==> src/rtl/ringed_squid_cpu4.sv <==
// ringed_squid_cpu4: 4-bit accumulator CPU driving an 11-bit nibble-addressed bus,
// one bus access per clock; HLT parks the address at 0x7FF.
`default_nettype none

module ringed_squid_cpu4 (
    input  logic       clk,
    input  logic       rst_n,
    input  logic       ena,
    input  logic [7:0] ui_in,
    input  logic [7:0] uio_in,
    output logic [7:0] uo_out,
    output logic [7:0] uio_out,
    output logic [7:0] uio_oe
);

    localparam logic [3:0] OP_LDI  = 4'h1;
    localparam logic [3:0] OP_LDA  = 4'h2;
    localparam logic [3:0] OP_STA  = 4'h3;
    localparam logic [3:0] OP_ADD  = 4'h4;
    localparam logic [3:0] OP_SUB  = 4'h5;
    localparam logic [3:0] OP_AND  = 4'h6;
    localparam logic [3:0] OP_OR   = 4'h7;
    localparam logic [3:0] OP_XOR  = 4'h8;
    localparam logic [3:0] OP_JMP  = 4'h9;
    localparam logic [3:0] OP_JZ   = 4'hA;
    localparam logic [3:0] OP_JC   = 4'hB;
    localparam logic [3:0] OP_ADDI = 4'hC;
    localparam logic [3:0] OP_NOT  = 4'hD;
    localparam logic [3:0] OP_HLT  = 4'hF;

    typedef enum logic [1:0] {
        S_FETCH = 2'd0,
        S_OPND  = 2'd1,
        S_EXEC  = 2'd2,
        S_HALT  = 2'd3
    } state_t;

    state_t      state_q, state_d;
    logic [10:0] pc_q, pc_d;
    logic [3:0]  a_q, a_d;
    logic        z_q, z_d;
    logic        c_q, c_d;
    logic [3:0]  ir_q, ir_d;
    logic [11:0] op_q, op_d;
    logic [1:0]  cnt_q, cnt_d;

    logic [3:0]  rdat;
    logic [10:0] pc_inc;
    logic [11:0] op_shift;
    logic [4:0]  add5;
    logic [4:0]  sub5;
    logic        acc_we;
    logic [3:0]  acc_res;
    logic        jmp_taken;
    logic [10:0] addr;
    logic        rw;
    logic        unused_ok;

    assign unused_ok = &{1'b0, ena, ui_in, uio_in[7:4]};

    assign rdat     = uio_in[3:0];
    assign pc_inc   = pc_q + 11'd1;
    assign op_shift = {op_q[7:0], rdat};
    assign add5     = {1'b0, a_q} + {1'b0, rdat};
    assign sub5     = {1'b0, a_q} - {1'b0, rdat};

    always_comb begin
        jmp_taken = 1'b0;
        case (ir_q)
            OP_JMP:  jmp_taken = 1'b1;
            OP_JZ:   jmp_taken = z_q;
            OP_JC:   jmp_taken = c_q;
            default: jmp_taken = 1'b0;
        endcase
    end

    always_ff @(posedge clk) begin
        if (!rst_n) begin
            state_q <= S_FETCH;
            pc_q    <= 11'd0;
            a_q     <= 4'd0;
            z_q     <= 1'b0;
            c_q     <= 1'b0;
            ir_q    <= 4'd0;
            op_q    <= 12'd0;
            cnt_q   <= 2'd0;
        end else begin
            state_q <= state_d;
            pc_q    <= pc_d;
            a_q     <= a_d;
            z_q     <= z_d;
            c_q     <= c_d;
            ir_q    <= ir_d;
            op_q    <= op_d;
            cnt_q   <= cnt_d;
        end
    end

    always_comb begin
        state_d = state_q;
        pc_d    = pc_q;
        c_d     = c_q;
        ir_d    = ir_q;
        op_d    = op_q;
        cnt_d   = cnt_q;
        acc_we  = 1'b0;
        acc_res = a_q;

        case (state_q)
            S_FETCH: begin
                ir_d  = rdat;
                pc_d  = pc_inc;
                cnt_d = 2'd0;
                if (rdat == OP_HLT) begin
                    state_d = S_HALT;
                end else if (rdat >= OP_LDI && rdat <= OP_ADDI) begin
                    state_d = S_OPND;
                end else if (rdat == OP_NOT) begin
                    acc_we  = 1'b1;
                    acc_res = ~a_q;
                end
            end
            S_OPND: begin
                op_d  = op_shift;
                pc_d  = pc_inc;
                cnt_d = cnt_q + 2'd1;
                if (ir_q == OP_LDI) begin
                    acc_we  = 1'b1;
                    acc_res = rdat;
                    state_d = S_FETCH;
                end else if (ir_q == OP_ADDI) begin
                    acc_we  = 1'b1;
                    acc_res = add5[3:0];
                    c_d     = add5[4];
                    state_d = S_FETCH;
                end else if (cnt_q == 2'd2) begin
                    // Third address nibble: jumps resolve here, data ops need a bus cycle
                    if (ir_q >= OP_JMP) begin
                        if (jmp_taken) begin
                            pc_d = op_shift[10:0];
                        end
                        state_d = S_FETCH;
                    end else begin
                        state_d = S_EXEC;
                    end
                end
            end
            S_EXEC: begin
                state_d = S_FETCH;
                case (ir_q)
                    OP_LDA: begin acc_we = 1'b1; acc_res = rdat; end
                    OP_ADD: begin acc_we = 1'b1; acc_res = add5[3:0]; c_d = add5[4]; end
                    OP_SUB: begin acc_we = 1'b1; acc_res = sub5[3:0]; c_d = ~sub5[4]; end
                    OP_AND: begin acc_we = 1'b1; acc_res = a_q & rdat; end
                    OP_OR:  begin acc_we = 1'b1; acc_res = a_q | rdat; end
                    OP_XOR: begin acc_we = 1'b1; acc_res = a_q ^ rdat; end
                    default: ;
                endcase
            end
            S_HALT: state_d = S_HALT;
            default: state_d = S_FETCH;
        endcase

        a_d = acc_we ? acc_res : a_q;
        z_d = acc_we ? (acc_res == 4'd0) : z_q;
    end

    always_comb begin
        addr = pc_q;
        rw   = 1'b0;
        case (state_q)
            S_EXEC: begin
                addr = op_q[10:0];
                rw   = (ir_q == OP_STA);
            end
            S_HALT:  addr = 11'h7FF;
            default: ;
        endcase
    end

    assign uo_out  = {rw, addr[10:4]};
    assign uio_out = {addr[3:0], (rw ? a_q : 4'h0)};
    assign uio_oe  = rw ? 8'hFF : 8'hF0;

endmodule

`default_nettype wire

==> config.mk <==
export PLATFORM = sky130hd
export DESIGN_NAME = ringed_squid_cpu4
export DESIGN_NICKNAME = d
export VERILOG_FILES = /design/src/rtl/ringed_squid_cpu4.sv
export SDC_FILE = /design/constraint.sdc
export NUM_CORES = 1
export LEC_CHECK = 0
export ABC_AREA = 1
export BUFFER_PORTS_ARGS = -buffer_cell sky130_fd_sc_hd__buf_2
export CORE_MARGIN = 2
export CORE_UTILIZATION = 35
export DETAILED_ROUTE_END_ITERATION = 7
export PLACE_DENSITY_LB_ADDON = 0.08
export REMOVE_ABC_BUFFERS = 1
export SYNTH_ARGS = -nofsm -noshare
export SYNTH_HDL_FRONTEND = slang
export SYNTH_SLANG_ARGS = --single-unit
export TNS_END_PERCENT = 100
==> constraint.sdc <==
create_clock -name clk -period 1.85 [get_ports clk]
set_input_delay 0.2775 -clock clk [delete_from_list [all_inputs] [get_ports clk]]
set_output_delay 0.2775 -clock clk [all_outputs]
set_load 0.02 [all_outputs]
==> metrics.csv, run 1 <==
stage;metric;value;unit
sta;tightest_slew;558;ps
logic_synthesis;post_synth.cell_area_avg;6.42;sq um
clock_network;worstSkewPairLatency;290;ps
drt;ant_nets;0;
clock_network;hold_buffers;0;
drt;drt_wl_total;9270;um
placement;routabilityCongestion;0.952;
logic_synthesis;ys_types;42;
critical_path;critPathBufInv;1;
drt;wire_per_inst;14.8;um
drt;drt-initial-drc-count;184;
logic_synthesis;netlist_area;0.00290;sq mm
critical_path;start_kind;flip-flop;
critical_path;cpPeakStageDelay;350;ps
drt;vias;3095;
power_and_ir_drop;power_density;1500;mW/mm^2
critical_path;required;2070;ps
layout;drive_gt1_share;30.7;%
global_route;antenna_found_initial;0;
critical_path;critPathSlowestCell;dfxtp_2;
status;status;finished, final reports clean;
die;num_rows;33;
layout;area_delta_synth_final;31.0;%
critical_path;arrival;2070;ps
worst_hold_path;min_path_type;input pin to flip-flop;
layout;diodes;0;
clock_network;numCtsBuffers;5;
logic_synthesis;yosysWarnings;0;
placement;pre_cts_slack;-186;ps
logic_synthesis;synth-seq-cells;36;
logic_synthesis;synth_flop_cell;dfxtp_1;
logic_synthesis;synth_top_family_by_area;simple AND/OR/NAND/NOR gates;
sta;hold_viol_final;0;
global_route;grtUsageTotal;21.2;%
global_route;grt_max_degree;24;
sta;fin_ws;8.05;ps
drt;via_per_inst;4.94;
placement;place_area;0.00339;sq mm
sta;skew;17.1;ps
placement;dpl.hpwl;7060;um
drt;drc;0;
layout;multiInputGateArea;0.00200;sq mm
clock_network;path_clk_slew;80;ps
clock_network;cts_root_buffer;clkbuf_8;
die;floorplan.initialDensity;35.7;%
die;die_h;95.0;um
logic_synthesis;synth_compound_area_share;23.0;%
layout;fill_cells;865;
power_and_ir_drop;power;0.00571;W
sta;fmax;0.543;GHz
die;ioPinCount;43;
clock_network;cts.sinks;36;
sta;rsz0062_at_grt;yes;
logic_synthesis;synth-async-reset-ratio;0;%
critical_path;path_cells;inv_2 -> ha_4 -> fa_2 -> nor2_2 -> nor2_1 -> nand2_1 -> nand2_1 -> nor2_1 -> nand2_1 -> nand2_1 -> nand3_2 -> nor2_2 -> nand3_2 -> a21oi_2;
logic_synthesis;synth-simple-area-share;28.9;%
run;maxCapViolCount;0;
placement;io_buffers;25;
logic_synthesis;synth_fa_ha_area_share;9.15;%
layout;nets;559;
sta;setup_viol;0;
logic_synthesis;synth_edf_count;0;
die;coreArea;0.00813;sq mm
power_and_ir_drop;p_leak;1.78;nW
global_route;grt_pass1_wl;14600;um
layout;final_util;46.7;%
clock_network;cts_max_level;2;
sta;period_needed;1840;ps
critical_path;crit_top_cell;nand2_1;
critical_path;path_max_fanout;3;
die;die-area;0.00903;sq mm
clock_network;cts_tree;done;
die;die_w;95.0;um
logic_synthesis;synth_mux_area_share;0.345;%
sta;final_max_slew_viol_count;0;
global_route;grt_pass1_vias;2862;
critical_path;critPathKind;flip-flop to flip-flop;
logic_synthesis;synth_xor_area_share;1.21;%
power_and_ir_drop;ir_worst_vdd;0.000811;V
layout;finish.instance_area;0.00380;sq mm
global_route;grt-ovfl-total;0;
clock_network;cts_buffer_depth;2;
logic_synthesis;synthCells;452;
critical_path;path_delay_family;simple AND/OR/NAND/NOR gates;
drt;first_pass_iters;4;
sta;period_share;99.6;%
layout;seq_area;738;sq um
sta;max_slew_margin;62.7;%
logic_synthesis;yosysSeqAreaShare;24.8;%
critical_path;end_kind;flip-flop;
## worst reg2reg max path, delay by kind of cell (launching register included)
kind,cells,cell delay (ps)
compound gates,1,130
fa+ha+maj,2,500
buf+inv,1,50
flops,1,350
simple gates,10,750
## layout by cell type, fill, tap and decap left out, types with 2 or more instances in the layout
master and instances:
nand2_1 87, buf_4 53, inv_1 45, nor2_1 42, a21oi_1 41, o21ai_0 37, dfxtp_1 28, nand3_1 21
buf_2 20, o21ai_1 17, inv_2 11, ha_1 11, nor2_2 10, nand2_2 7, o211ai_1 6, a31oi_1 5
ha_4 5, dfxtp_2 5, clkbuf_8 5, buf_6 5, nor2_4 4, conb_1 4, nand4_1 3, nand3_2 3
xor2_1 3, a21oi_2 3, dfxtp_4 3, nor3_4 2, nor3_2 2, nand2_4 2, clkinv_4 2, clkinv_1 2
a211oi_1 2, fa_2 2, ha_2 2, clkinv_2 2
## flip-flops by register name, indices dropped and copies added, names as in the netlist
| register | count |
|---|---|
| pc_q | 11 |
| op_q | 11 |
| z_q | 1 |
| a_q | 4 |
| c_q | 1 |
| cnt_q | 2 |
| ir_q | 4 |
| state_q | 2 |
## area by class of cell
type	instances	share of cell area (%)
multi-input combinational	336	52.7
sequential	36	19.4
timing repair buffer	80	15.8
inverter	61	6.36
tap	105	3.46
clock buffer	5	1.81
clock inverter	3	0.494
## through the flow
| stage | hold WS, ps | instances | TNS (ps) |
|---|---|---|---|
| after floorplan | 413 | 433 | -17200 |
| after global placement | 435 | 609 | -1230 |
| after detailed placement | 447 | 609 | -1520 |
| after CTS | 353 | 623 | -25.4 |
| after global routing | 406 | 626 | -396 |
| final | 352 | 626 | 0 |
## logic make-up (layout without fill, tap and decap cells)
family / after synthesis / after routing
buffers and inverters: 83 / 149
AO/OA/AOI/OAI: 118 / 118
AND/OR/NAND/NOR: 189 / 189
flip-flops: 36 / 36
other: 1 / 4
XOR/XNOR: 4 / 4
multiplexers: 1 / 1
adder cells (fa/ha/maj): 20 / 20
## worst paths after layout
| check | startpoint | endpoint | slack, ps | cells past startpoint |
|---|---|---|---|---|
| worst max register to register | a_q[0] | z_q | 8 | 14 |
| worst min-delay path | uio_in[3] | op_q[3] | 350 | 3 |
| worst min register to register | cnt_q[0] | cnt_q[0] | 450 | 1 |
| worst max-delay path | a_q[0] | z_q | 8 | 14 |
## Yosys cell counts, types with 2 or more instances
cell type | number | area, sq um
o21ai_0 | 44 | 220
nand4_1 | 3 | 18.8
nand2_2 | 5 | 31.3
nor2_4 | 2 | 22.5
a21oi_2 | 2 | 17.5
inv_2 | 4 | 15.0
nor3_1 | 4 | 20.0
nor2_1 | 50 | 188
clkbuf_1 | 9 | 33.8
ha_1 | 18 | 225
nand3_1 | 23 | 115
nand2_1 | 90 | 338
dfxtp_1 | 36 | 721
o211ai_1 | 6 | 45.0
a211oi_1 | 2 | 15.0
buf_6 | 2 | 22.5
fa_1 | 2 | 40.0
xor2_1 | 3 | 26.3
a21oi_1 | 42 | 210
nand2_4 | 2 | 22.5
buf_4 | 9 | 67.6
clkinv_1 | 2 | 7.51
inv_1 | 55 | 206
buf_2 | 2 | 10.0
o21ai_1 | 10 | 50.1
a31oi_1 | 6 | 37.5
nor2_2 | 4 | 25.0
## metal layers
layer,vias to the layer above,track usage (%),part of all wire [%]
met1,1422,32.2,51
met4,0,3.38,0.43
met2,58,31.6,44
met5,-,0,0
li1,1611,-,-
met3,4,4.11,4.6
## timing repair
action / in CTS / in global routing
endpoints found under the setup margin: 23 / 28
setup buffers: 6 / 2
gates resized for setup: 25 / 57
pin swaps: 6 / 19
hold endpoints to repair: 0 / 0
gates cloned: 0 / 1
## report_power, final
group	switching (W)	internal, W	leakage [nW]
Combinational	0.00232	0.00152	1.43
Clock	0.000310	0.000263	0.0479
Sequential	0.000240	0.00105	0.299
Total	0.00287	0.00284	1.78
Note: power is estimated with default switching activity, not from simulation.
==> run 2: changes to the inputs <==
- CTS_CLUSTER_DIAMETER: unset -> 150
- RECOVER_POWER: unset -> 25
- clock period: 1.85 -> 1.9 ns (I/O delays scaled with it)
==> run 2 against run 1 <==
  * Via count increased by 1.2%
  * Clock skew decreased by 8.2 ps
  * Register-to-register slack got worse by 40 ps
  * Global-route usage increased by 0.85 points
  * First-iteration DRC count increased by 36%
  * Sequential power decreased by 3%
  * Count of clock-buffer cells in the layout unchanged
  * Non-clock buffer count decreased by 5
  * Critical path depth unchanged
  * Sequential share of layout area increased by 0.58 points
  * The flow now finishes with violations (setup timing)
  * Cell count decreased by 0.64%
  * Power decreased by 4.6%
==> metrics.csv, run 2 (synthesis gave the netlist of run 1 again) <==
stage;metric;value;unit
status;status;finished with violations;
status;failed_checks;setup timing;
layout;most-common-layout-cells;nand2_1, buf_4, inv_1;
drt;wl_met3;355;um
critical_path;arrival;2160;ps
power_and_ir_drop;power;0.00544;W
clock_network;cts_tree;done;
critical_path;required;2130;ps
clock_network;cts_root_buffer;clkbuf_8;
sta;period_share;102;%
drt;highest_layer;met4;
sta;max_slew_margin;65.8;%
drt;via_per_inst;5.04;
critical_path;path_cells;inv_2 -> ha_4 -> fa_2 -> nor2_4 -> nor2_1 -> nand2_1 -> nand2_1 -> nor2_1 -> nand2_1 -> nand2_2 -> nand3_2 -> nor2_2 -> nand3_2 -> a21oi_2;
die;coreArea;0.00813;sq mm
drt;drc;0;
layout;area_delta_synth_final;27.0;%
critical_path;start_kind;flip-flop;
global_route;antenna_found_initial;0;
drt;drt-initial-drc-count;250;
clock_network;cts_max_level;2;
global_route;grt_pass1_vias;2899;
sta;finalSetupTns;-45.0;ps
critical_path;path_delay_family;simple AND/OR/NAND/NOR gates;
sta;final_max_slew_viol_count;0;
clock_network;hold_buffers;0;
die;num_rows;33;
critical_path;critPathKind;flip-flop to flip-flop;
layout;largest_registers;op_q x11, pc_q x11;
run;maxCapViolCount;0;
sta;fin_ws;-32.1;ps
global_route;grtUsageTotal;22.1;%
critical_path;critPathBufInv;1;
worst_hold_path;min_path_type;input pin to flip-flop;
die;floorplan.initialDensity;35.7;%
critical_path;critPathSlowestCell;fa_2;
critical_path;crit_top_cell;nand2_1;
sta;hold_viol_final;0;
layout;diodes;0;
sta;fin_hold_ws;395;ps
clock_network;cts_buffer_depth;2;
drt;vias;3133;
sta;tightest_slew;512;ps
die;ioPinCount;43;
drt;first_pass_iters;4;
global_route;grt-ovfl-total;0;
critical_path;cpPeakStageDelay;410;ps
layout;fill_cells;872;
clock_network;numCtsBuffers;5;
layout;layout_commonest_cell;nand2_1;
sta;rsz0062_at_grt;yes;
global_route;grt_max_degree;24;
die;die-area;0.00903;sq mm
drt;wl_met1;4830;um
global_route;grt_pass1_wl;15200;um
power_and_ir_drop;ir_worst_vdd;0.000770;V
critical_path;path_max_fanout;3;
placement;pre_cts_slack;-154;ps
clock_network;worstSkewPairLatency;300;ps
power_and_ir_drop;power_density;1480;mW/mm^2
sta;period_needed;1930;ps
drt;ant_nets;0;
drt;wl_met2;4170;um
layout;nets;555;
clock_network;path_clk_slew;80;ps
sta;fmax;0.518;GHz
sta;setup_viol;2;
drt;wire_per_inst;15.2;um
placement;place_inst;606;
placement;dpl.hpwl;7170;um
sta;skew;8.83;ps
placement;io_buffers;25;
die;die_h;95.0;um
placement;routabilityCongestion;0.920;
critical_path;end_kind;flip-flop;
clock_network;cts.sinks;36;
layout;stdcell_count;622;
die;die_w;95.0;um
drt;drt_wl_total;9470;um
power_and_ir_drop;p_leak;1.74;nW
layout;drive_gt1_share;27.3;%
run 2: layer usage:
metal / vias up / GRT usage, %
li1: 1607 / -
met1: 1460 / 33.6
met2: 58 / 32.3
met3: 8 / 3.72
met4: 0 / 5.31
met5: - / 0
run 2: path summary, 6_finish.rpt:
path | startpoint | endpoint | slack, ps | depth (start not counted)
worst min-delay path | uio_in[3] | pc_q[3] | 390 | 3
worst max-delay path | a_q[0] | z_q | -30 | 14
worst min register to register | op_q[1] | op_q[1] | 470 | 2
worst max register to register | a_q[0] | z_q | -30 | 14
run 2: power by group:
group / total, W / switching [W] / internal (W)
clock network: 0.000563 / 0.000307 / 0.000256
registers: 0.00125 / 0.000227 / 0.00102
logic: 0.00363 / 0.00226 / 0.00137
total: 0.00544 / 0.00279 / 0.00265
run 2: timing repair:
action | in CTS | in global routing
resized for setup | 22 | 37
pin swaps | 4 | 18
setup endpoints to repair | 21 | 31
setup buffers | 4 | 3
gates cloned | 0 | 1
run 2: stage by stage:
step	instance area (sq um)	utilization (%)
after detailed placement	3360	41.3
after global placement	3360	41.3
final	3680	45.3
after floorplan	2780	-
after CTS	3530	43.4
after global routing	3680	45.3
run 2: layout make-up:
cell class / count / area [sq um] / share of cell area [%]
Timing Repair Buffer: 75 / 524 / 14.2
Multi-Input combinational cell: 337 / 1960 / 53.2
Sequential cell: 36 / 737 / 20.0
Tap cell: 105 / 131 / 3.57
Clock buffer: 5 / 68.8 / 1.87
Inverter: 61 / 241 / 6.56
Clock inverter: 3 / 18.8 / 0.510
run 2: tightest hold or removal path, cell delays in order:
cell and delay [ps]:
buf_2 140, o211ai_1 100, a21oi_1 130
==> run 3: changes to the inputs <==
- BUFFER_PORTS_ARGS: -buffer_cell sky130_fd_sc_hd__buf_2 -> -buffer_cell sky130_fd_sc_hd__buf_4
==> run 3 against run 2 <==
  * The run still ends with setup timing left
  * First-iteration DRC count up 4.0%
  * Sequential share of layout area up 0.20 points
  * Clock skew down 1.6 ps
  * Via count down 0.19%
  * Non-clock buffer count down 8
  * Count of clock-buffer cells in the layout up 2
  * Cell count down 1.4%
  * Die area unchanged
  * Hold slack worse by 58 ps
  * Register-to-register slack better by 30 ps
  * Worst setup slack better by 25 ps
  * Critical path type unchanged
  * Highest routed layer unchanged
==> metrics.csv, run 3 (synthesis gave the netlist of run 1 again) <==
stage;metric;value;unit
global_route;grt_max_degree;25;
sta;final_max_slew_viol_count;0;
sta;rsz0062_at_grt;yes;
die;die_h;95.0;um
critical_path;r2r_start;a_q[0];
placement;pre_cts_slack;-109;ps
critical_path;path_max_fanout;3;
sta;hold_viol_final;0;
global_route;grt_pass1_vias;2802;
sta;period_share;100;%
layout;largest_registers;op_q x11, pc_q x11;
drt;drc;0;
layout;fill_cells;873;
layout;layout_commonest_cell;nand2_1;
critical_path;critPathKind;flip-flop to flip-flop;
layout;diodes;0;
sta;max_slew_margin;65.5;%
sta;fin_ws;-6.66;ps
worst_hold_path;worstHoldPathCells;3;
status;status;finished with violations;
power_and_ir_drop;p_leak;1.69;nW
critical_path;end_kind;flip-flop;
worst_hold_path;min_path_type;input pin to flip-flop;
worst_hold_path;min-delay-start;uio_in[3];
drt;vias;3127;
die;num_rows;33;
drt;first_pass_iters;5;
drt;via_per_inst;5.10;
critical_path;timing.rr.end;z_q;
critical_path;reg2reg_depth;13;
layout;most-common-layout-cells;nand2_1, buf_4, inv_1;
sta;tightest_slew;517;ps
worst_hold_path;hold_end;op_q[3];
global_route;antenna_found_initial;0;
layout;nets;547;
clock_network;path_clk_slew;70;ps
critical_path;arrival;2140;ps
die;die-area;0.00903;sq mm
die;die_w;95.0;um
global_route;grtUsageTotal;21.2;%
layout;final_util;44.6;%
placement;io_buffers;25;
critical_path;start_kind;flip-flop;
clock_network;cts_max_level;2;
power_and_ir_drop;power_density;1510;mW/mm^2
placement;dpl.hpwl;6980;um
drt;ant_nets;0;
power_and_ir_drop;ir_worst_vdd;0.000695;V
sta;setup_viol;1;
clock_network;worstSkewPairLatency;300;ps
sta;skew;7.24;ps
clock_network;cts_tree;done;
clock_network;cts.sinks;36;
clock_network;cts_buffer_depth;2;
clock_network;hold_buffers;0;
global_route;grt-ovfl-total;0;
sta;fmax;0.524;GHz
status;failed_checks;setup timing;
drt;drt_wl_total;9350;um
die;ioPinCount;43;
die;coreArea;0.00813;sq mm
critical_path;required;2130;ps
placement;routabilityCongestion;0.886;
sta;fin_hold_ws;336;ps
clock_network;numCtsBuffers;5;
drt;drt-initial-drc-count;260;
run;maxCapViolCount;0;
layout;drive_gt1_share;24.6;%
sta;period_needed;1910;ps
global_route;grt_pass1_wl;14600;um
clock_network;cts_root_buffer;clkbuf_8;
sta;finalSetupTns;-6.66;ps
die;floorplan.initialDensity;35.7;%
drt;wire_per_inst;15.2;um
critical_path;r2r_setup_slack;-7;ps
layout;area_delta_synth_final;25.1;%
run 3: cell types whose count changed in the layout (fill, tap and decap cells not counted), sizes merged:
cell	change
buf	-10
clkbuf	+4
clkinv	-2
inv	-1
run 3: metrics by stage:
| step | cell area (sq um) | instances | total power, W |
|---|---|---|---|
| after floorplan | 2780 | 433 | 0.00327 |
| after global placement | 3410 | 603 | 0.00463 |
| after detailed placement | 3410 | 603 | 0.00462 |
| after CTS | 3550 | 612 | 0.00533 |
| after global routing | 3630 | 613 | 0.00596 |
| final | 3630 | 613 | 0.00549 |
run 3: worst max-delay path by stage:
stage                       to  slack (ps)  cells after the start  startpoint
floorplan           uio_out[0]       -2190                      6  state_q[0]
global placement           z_q        -100                     14   uio_in[0]
detailed placement  uio_out[5]        -110                      6  state_q[0]
CTS                 uio_out[5]           8                      6  state_q[0]
global route               z_q        -160                     13      a_q[0]
finish                     z_q          -7                     13      a_q[0]
run 3: layer usage:
| layer | wire, um | global-route usage (%) |
|---|---|---|
| met1 | 4800 | 33.2 |
| met4 | 93 | 4.95 |
| met5 | 0 | 0 |
| met3 | 412 | 2.61 |
| met2 | 4050 | 30.4 |
run 3: cell type report:
cell class | instances | area (sq um) | area share [%]
clock buffer | 7 | 96.3 | 2.66
inverter | 61 | 233 | 6.42
multi-input combinational | 337 | 1930 | 53.1
sequential | 36 | 733 | 20.2
tap | 105 | 131 | 3.62
timing repair buffer | 67 | 508 | 14.0
run 3: repair_timing:
| item | in CTS | in global routing |
|---|---|---|
| pin swaps | 4 | 8 |
| buffers inserted | 2 | 1 |
| resized for setup | 14 | 26 |
| cloned | 0 | 1 |
| endpoints found under the setup margin | 22 | 27 |
run 3: critical path, stage by stage, from the launching register on:
cell and delay [ps]:
dfxtp_2 330, ha_2 180, fa_2 350, nor2_2 140, nor2_1 60, nand2_1 60
nand2_1 50, nor2_1 110, nand2_1 70, nand2_1 80, nand3_2 90, nor2_2 140
nand3_2 70, a21oi_2 110
run 3: power by group:
part	switching (W)	internal, W
combinational	0.00224	0.00140
sequential	0.000219	0.00102
clock	0.000294	0.000324
